$ cat src/rtl/axi4_lite_regfile.sv
// axi4_lite_regfile: AXI4-Lite slave register file with NUM_REGS words of
// DATA_WIDTH bits. Writes use byte strobes. The read and write channels run
// concurrently. AW and W are captured independently in one-entry holding
// slots, and the write commits on the edge after both slots are full.
// Optional build macro AXIL_REGFILE_SLVERR_EN: when it is defined,
// out-of-range accesses answer SLVERR instead of OKAY.
module axi4_lite_regfile #(
  parameter int ADDR_WIDTH = 32,
  parameter int DATA_WIDTH = 32,
  parameter int NUM_REGS   = 32
) (
  input  logic                      ACLK,
  input  logic                      ARESETN,
  input  logic [ADDR_WIDTH-1:0]     S_AWADDR,
  input  logic                      S_AWVALID,
  output logic                      S_AWREADY,
  input  logic [DATA_WIDTH-1:0]     S_WDATA,
  input  logic [DATA_WIDTH/8-1:0]   S_WSTRB,
  input  logic                      S_WVALID,
  output logic                      S_WREADY,
  output logic [1:0]                S_BRESP,
  output logic                      S_BVALID,
  input  logic                      S_BREADY,
  input  logic [ADDR_WIDTH-1:0]     S_ARADDR,
  input  logic                      S_ARVALID,
  output logic                      S_ARREADY,
  output logic [DATA_WIDTH-1:0]     S_RDATA,
  output logic [1:0]                S_RRESP,
  output logic                      S_RVALID,
  input  logic                      S_RREADY
);

  localparam int BYTES    = DATA_WIDTH / 8;
  localparam int ADDR_LSB = $clog2(DATA_WIDTH / 8);
  localparam int IDX_W    = (NUM_REGS > 1) ? $clog2(NUM_REGS) : 1;
  // One extra bit so that the byte size of the register file always fits.
  localparam int CMP_W    = ADDR_WIDTH + 1;
  localparam logic [CMP_W-1:0] RANGE_END = CMP_W'(NUM_REGS * BYTES);
  localparam logic [1:0] RESP_OKAY = 2'b00;
`ifdef AXIL_REGFILE_SLVERR_EN
  localparam logic [1:0] RESP_OOR = 2'b10;
`else
  localparam logic [1:0] RESP_OOR = 2'b00;
`endif

  // Outputs stay quiet until the first edge that follows reset release.
  logic                  r_out_en;
  logic                  r_aw_full;
  logic [ADDR_WIDTH-1:0] r_aw_addr;
  logic                  r_w_full;
  logic [DATA_WIDTH-1:0] r_w_data;
  logic [BYTES-1:0]      r_w_strb;
  logic                  r_bvalid;
  logic [1:0]            r_bresp;
  logic                  r_rvalid;
  logic [1:0]            r_rresp;
  logic [DATA_WIDTH-1:0] r_rdata;
  logic [DATA_WIDTH-1:0] r_regs [NUM_REGS];

  logic                  w_awready;
  logic                  w_wready;
  logic                  w_arready;
  logic                  w_aw_hs;
  logic                  w_w_hs;
  logic                  w_b_hs;
  logic                  w_ar_hs;
  logic                  w_r_hs;
  logic                  w_commit;
  logic                  w_wr_in_range;
  logic                  w_rd_in_range;
  logic [IDX_W-1:0]      w_wr_idx;
  logic [IDX_W-1:0]      w_rd_idx;
  logic [NUM_REGS-1:0]   w_reg_we;
  logic [DATA_WIDTH-1:0] w_lane_mask;

  // The READYs are gated by ARESETN as well, so they drop as soon as reset
  // asserts rather than one edge later.
  assign w_awready = ARESETN & r_out_en & ~r_aw_full & ~r_bvalid;
  assign w_wready  = ARESETN & r_out_en & ~r_w_full & ~r_bvalid;
  assign w_arready = ARESETN & r_out_en & ~r_rvalid;

  assign w_aw_hs  = S_AWVALID & w_awready;
  assign w_w_hs   = S_WVALID & w_wready;
  assign w_b_hs   = r_bvalid & S_BREADY;
  assign w_ar_hs  = S_ARVALID & w_arready;
  assign w_r_hs   = r_rvalid & S_RREADY;
  assign w_commit = r_aw_full & r_w_full;

  // Range is checked on the full byte address. The index slice is only
  // trusted once the address is known to be in range.
  assign w_wr_in_range = ({1'b0, r_aw_addr} < RANGE_END);
  assign w_rd_in_range = ({1'b0, S_ARADDR} < RANGE_END);
  assign w_wr_idx      = r_aw_addr[ADDR_LSB +: IDX_W];
  assign w_rd_idx      = S_ARADDR[ADDR_LSB +: IDX_W];

  genvar gi;
  generate
    for (gi = 0; gi < BYTES; gi++) begin : g_lane
      assign w_lane_mask[8*gi +: 8] = {8{r_w_strb[gi]}};
    end
    for (gi = 0; gi < NUM_REGS; gi++) begin : g_we
      assign w_reg_we[gi] = w_commit & w_wr_in_range & (w_wr_idx == IDX_W'(gi));
    end
  endgenerate

  assign S_AWREADY = w_awready;
  assign S_WREADY  = w_wready;
  assign S_ARREADY = w_arready;
  assign S_BVALID  = r_bvalid;
  assign S_BRESP   = r_bresp;
  assign S_RVALID  = r_rvalid;
  assign S_RRESP   = r_rresp;
  assign S_RDATA   = r_rdata;

  // Register storage: masked byte-lane merge of the held W beat on commit.
  always_ff @(posedge ACLK) begin
    if (!ARESETN) begin
      for (int i = 0; i < NUM_REGS; i++) begin
        r_regs[i] <= '0;
      end
    end else begin
      for (int i = 0; i < NUM_REGS; i++) begin
        if (w_reg_we[i]) begin
          r_regs[i] <= (r_regs[i] & ~w_lane_mask) | (r_w_data & w_lane_mask);
        end
      end
    end
  end

  // Write channel: AW and W slots fill independently. Commit raises B, and
  // no further AW or W is taken until B has been accepted.
  always_ff @(posedge ACLK) begin
    if (!ARESETN) begin
      r_out_en  <= 1'b0;
      r_aw_full <= 1'b0;
      r_aw_addr <= '0;
      r_w_full  <= 1'b0;
      r_w_data  <= '0;
      r_w_strb  <= '0;
      r_bvalid  <= 1'b0;
      r_bresp   <= RESP_OKAY;
    end else begin
      r_out_en <= 1'b1;
      if (w_aw_hs) begin
        r_aw_full <= 1'b1;
        r_aw_addr <= S_AWADDR;
      end
      if (w_w_hs) begin
        r_w_full <= 1'b1;
        r_w_data <= S_WDATA;
        r_w_strb <= S_WSTRB;
      end
      if (w_b_hs) begin
        r_bvalid <= 1'b0;
      end
      if (w_commit) begin
        r_aw_full <= 1'b0;
        r_w_full  <= 1'b0;
        r_bvalid  <= 1'b1;
        r_bresp   <= w_wr_in_range ? RESP_OKAY : RESP_OOR;
      end
    end
  end

  // Read channel: one-cycle registered read. r_regs is sampled before any
  // same-edge commit lands, so a colliding read returns the old value.
  always_ff @(posedge ACLK) begin
    if (!ARESETN) begin
      r_rvalid <= 1'b0;
      r_rresp  <= RESP_OKAY;
      r_rdata  <= '0;
    end else if (w_ar_hs) begin
      r_rvalid <= 1'b1;
      r_rresp  <= w_rd_in_range ? RESP_OKAY : RESP_OOR;
      r_rdata  <= w_rd_in_range ? r_regs[w_rd_idx] : '0;
    end else if (w_r_hs) begin
      r_rvalid <= 1'b0;
    end
  end

endmodule

$ cat config.mk
export PLATFORM = sky130hd
export DESIGN_NAME = axi4_lite_regfile
export DESIGN_NICKNAME = d
export VERILOG_FILES = /design/src/rtl/axi4_lite_regfile.sv
export SDC_FILE = /design/constraint.sdc
export NUM_CORES = 2
export LEC_CHECK = 0
export ABC_AREA = 1
export BUFFER_PORTS_ARGS = -buffer_cell sky130_fd_sc_hd__buf_2
export CAP_MARGIN = 20
export CORE_MARGIN = 1.5
export CORE_UTILIZATION = 45
export CTS_CLUSTER_DIAMETER = 120
export DETAILED_ROUTE_END_ITERATION = 10
export PLACE_DENSITY_LB_ADDON = 0.12
export SYNTH_ARGS = -nofsm -noshare
export SYNTH_HDL_FRONTEND = slang
export SYNTH_SLANG_ARGS = --single-unit
$ cat constraint.sdc
create_clock -name ACLK -period 4.37 [get_ports ACLK]
set_input_delay 0.6555 -clock ACLK [delete_from_list [all_inputs] [get_ports ACLK]]
set_output_delay 0.6555 -clock ACLK [all_outputs]
set_load 0.03 [all_outputs]
==> flow_metrics.py <==
metrics = {
    "worst_setup_path": {
        "startpoint_type": "register",
        "cp.required_ns": 4.92,
        "cp.arrival_ns": 3.84,
        "cp_cell_sequence": "nor4_1 > nand3_1 > nor2_2 > nand2_2 > buf_4 > nor2_1 > nand2_2 > nor2_1",
        "path_max_fanout": 32,
        "path_class": "register to register",
        "worst_setup_path_end_kind": "register",
        "slowest_stage": "nand2_2",
        "max_stage_delay_ns": 0.65,
    },
    "clock_tree": {
        "clkTransAtPathRegs_ns": 0.06,
        "clockBufferDepth": 3,
        "cts_tree": "done",
        "insertion_delay_ns": 0.74,
        "ctsHoldBuffers": 0,
        "postCtsSetupRepairBufs": 0,
        "cts_max_level": 4,
        "clock-sinks": 1127,
        "root_buffer": "clkbuf_16",
        "numCtsBuffers": 130,
        "cts_resized": 0,
    },
    "placement": {
        "place_area_sq_um": 57500,
        "place_hpwl_mm": 92.7,
        "gp_congestion": 0.819,
        "portBuffers": 139,
    },
    "detailed_routing": {
        "ant_nets": 0,
        "drt_iter0_markers": 5454,
        "drt_first_pass_iters": 6,
        "drc": 0,
        "viasPerCell": 5.82,
        "routed_wirelength_mm": 177,
        "num_vias": 45800,
        "wire_per_inst_um": 22.4,
    },
    "run": {
        "drv_cap": 0,
    },
    "synth": {
        "synth.avg_cell_area_sq_um": 8.79,
        "ys.flop_type": "edfxtp_1",
        "synth_edf_count": 1024,
        "synthArstFlopShare_pct": 0,
        "synthTopCellsByCount": "nand2_1, a21oi_1, edfxtp_1, nand3_1, nor2_1",
        "syn-cell-area_sq_um": 55400,
        "yosysTopAreaCell": "edfxtp_1",
        "synth_area_leaders": "edfxtp_1, nand2_1, a21oi_1",
        "yosys_warnings": 0,
        "synthCells": 6304,
        "yosys_register_bits": 1127,
        "synth_top_area_share_pct": 55.5,
        "synth_cell_types": 24,
        "yosysMostFrequentCell": "nand2_1",
        "ys_seq_area_share_pct": 59.2,
    },
    "outcome": {
        "status": "finished, final reports clean",
    },
    "timing": {
        "finalSetupViolCount": 0,
        "slew_viol_final": 0,
        "skew_ns": 0.0259,
        "rsz0062_at_grt": "false",
        "slew_headroom_pct": 20.7,
        "fin_crit_sh_pct": 75.3,
        "worstMarginPinSlew_ns": 1.19,
        "hold_violations": 0,
        "min_period_ns": 3.29,
        "fin_tns_setup_ns": 0,
        "fmax_mhz": 304,
    },
    "global_route": {
        "grt_max_degree": 166,
        "antenna_found_initial": 1,
        "grt_usage_pct": 27.9,
        "grt_overflow_total": 0,
        "grt_pass1_vias": 42700,
        "grt_pass1_wl_mm": 268,
    },
    "die": {
        "die_x_um": 354,
        "initial_core_util_pct": 45.4,
        "rows": 128,
        "io_pins": 148,
        "fp.coreArea_sq_um": 122000,
        "fp.dieH_um": 354,
        "design.die.area_sq_um": 125000,
    },
    "hold_path": {
        "hp-class": "input port to register",
    },
    "cells_and_area": {
        "multi_input_area_sq_um": 20300,
        "regArea_sq_um": 32800,
        "postLayoutCellArea_sq_um": 61400,
        "nNetsFinal": 6265,
        "fillers": 11700,
        "drive_gt1_share_pct": 7.82,
        "area_growth_syn_to_layout_pct": 10.8,
        "fin_util_pct": 50.3,
    },
    "power": {
        "power.density_nw_per_um2": 407,
        "finalPower_w": 0.0250,
        "leakage_nw": 23.0,
        "max-vdd-ir-drop_v": 0.000404,
    },
}
## worst max-delay path, delay by kind of cell, from the launching register on
family,cells,cell delay [ns]
buffers and inverters,1,0.37
flip-flops,1,0.31
AND/OR/NAND/NOR,7,2.39
## sequential cells by signal, summed over array words and instances, names as in the netlist
register / flops
r_w_strb: 4
S_BVALID: 1
r_w_full: 1
r_aw_full: 1
S_RDATA: 32
r_w_data: 32
S_RVALID: 1
r_out_en: 1
r_regs: 1024
r_aw_addr: 30
## through the flow
| step | std cells | hold slack [ns] | setup WS, ns |
|---|---|---|---|
| 6_report | 7882 | 0.189 | 1.08 |
| 5_1_grt | 7879 | 0.178 | 0.928 |
| 4_1_cts | 7876 | 0.141 | 1.07 |
| 3_5_place_dp | 7648 | 0.453 | 1.09 |
| 3_3_place_gp | 7647 | 0.446 | 1.22 |
| 2_1_floorplan | 6307 | 0.429 | 0.378 |
## metal layers
layer / vias to the layer above / GRT usage [%] / routed length [um] / part of all wire, %
met1: 22200 / 40.4 / 76700 / 43
met2: 1937 / 43.8 / 81100 / 46
met5: - / 0 / 0 / 0
met3: 283 / 3.57 / 14400 / 8.2
li1: 21400 / - / - / -
met4: 0 / 8.31 / 4690 / 2.6
## final timing paths
kind	startpoint	endpoint	slack, ns	depth (start not counted)
worst max-delay path	r_aw_addr[12]$_SDFFE_PN0P_	r_regs[12][20]$_SDFFCE_PN0P_	1.08	8
worst min-delay path	S_WDATA[0]	r_w_data[0]$_SDFFE_PN0P_	0.19	3
worst max register to register	r_aw_addr[12]$_SDFFE_PN0P_	r_regs[12][20]$_SDFFCE_PN0P_	1.08	8
worst min register to register	r_aw_addr[31]$_SDFFE_PN0P_	r_aw_addr[31]$_SDFFE_PN0P_	0.46	2
## kinds of logic (layout without fill, tap and decap cells)
group | after synthesis | in the layout | share of synthesized area, %
simple gates | 3377 | 3377 | 25.2
compound gates | 1174 | 1174 | 10.6
flops | 1127 | 1127 | 59.2
buf+inv | 625 | 572 | 4.97
other cells | 1 | 7 | 0.00677
## power breakdown
part	total, W	switching (W)	internal [W]
combinational	0.00232	0.00165	0.000674
sequential	0.0125	0.000243	0.0123
clock	0.0101	0.00435	0.00579
total	0.0250	0.00624	0.0187
## final cells by class
class,count,area share (%)
Sequential cell,1127,53.4
Multi-Input combinational cell,4555,33.0
Clock buffer,189,5.90
Timing Repair Buffer,269,3.49
Tap cell,1625,3.31
Inverter,75,0.538
Clock inverter,39,0.340
Antenna cell,3,0.0122
## layout by cell type (no fill, tap or decap), types with 15 or more instances in the layout
cell type / synthesis / final
inv_1: 36 / 34
o21ai_0: 47 / 15
o21ai_4: 0 / 32
buf_12: 0 / 32
clkbuf_1: 356 / 52
buf_2: 125 / 134
clkbuf_16: 0 / 137
clkinv_1: 36 / 53
buf_4: 5 / 98
edfxtp_1: 1024 / 1024
nand3_1: 976 / 976
nand2_2: 11 / 17
a21oi_1: 1126 / 1126
dfxtp_1: 103 / 103
nand2_1: 1764 / 1758
nor2_1: 609 / 608
(Power assumes the default switching activity.)
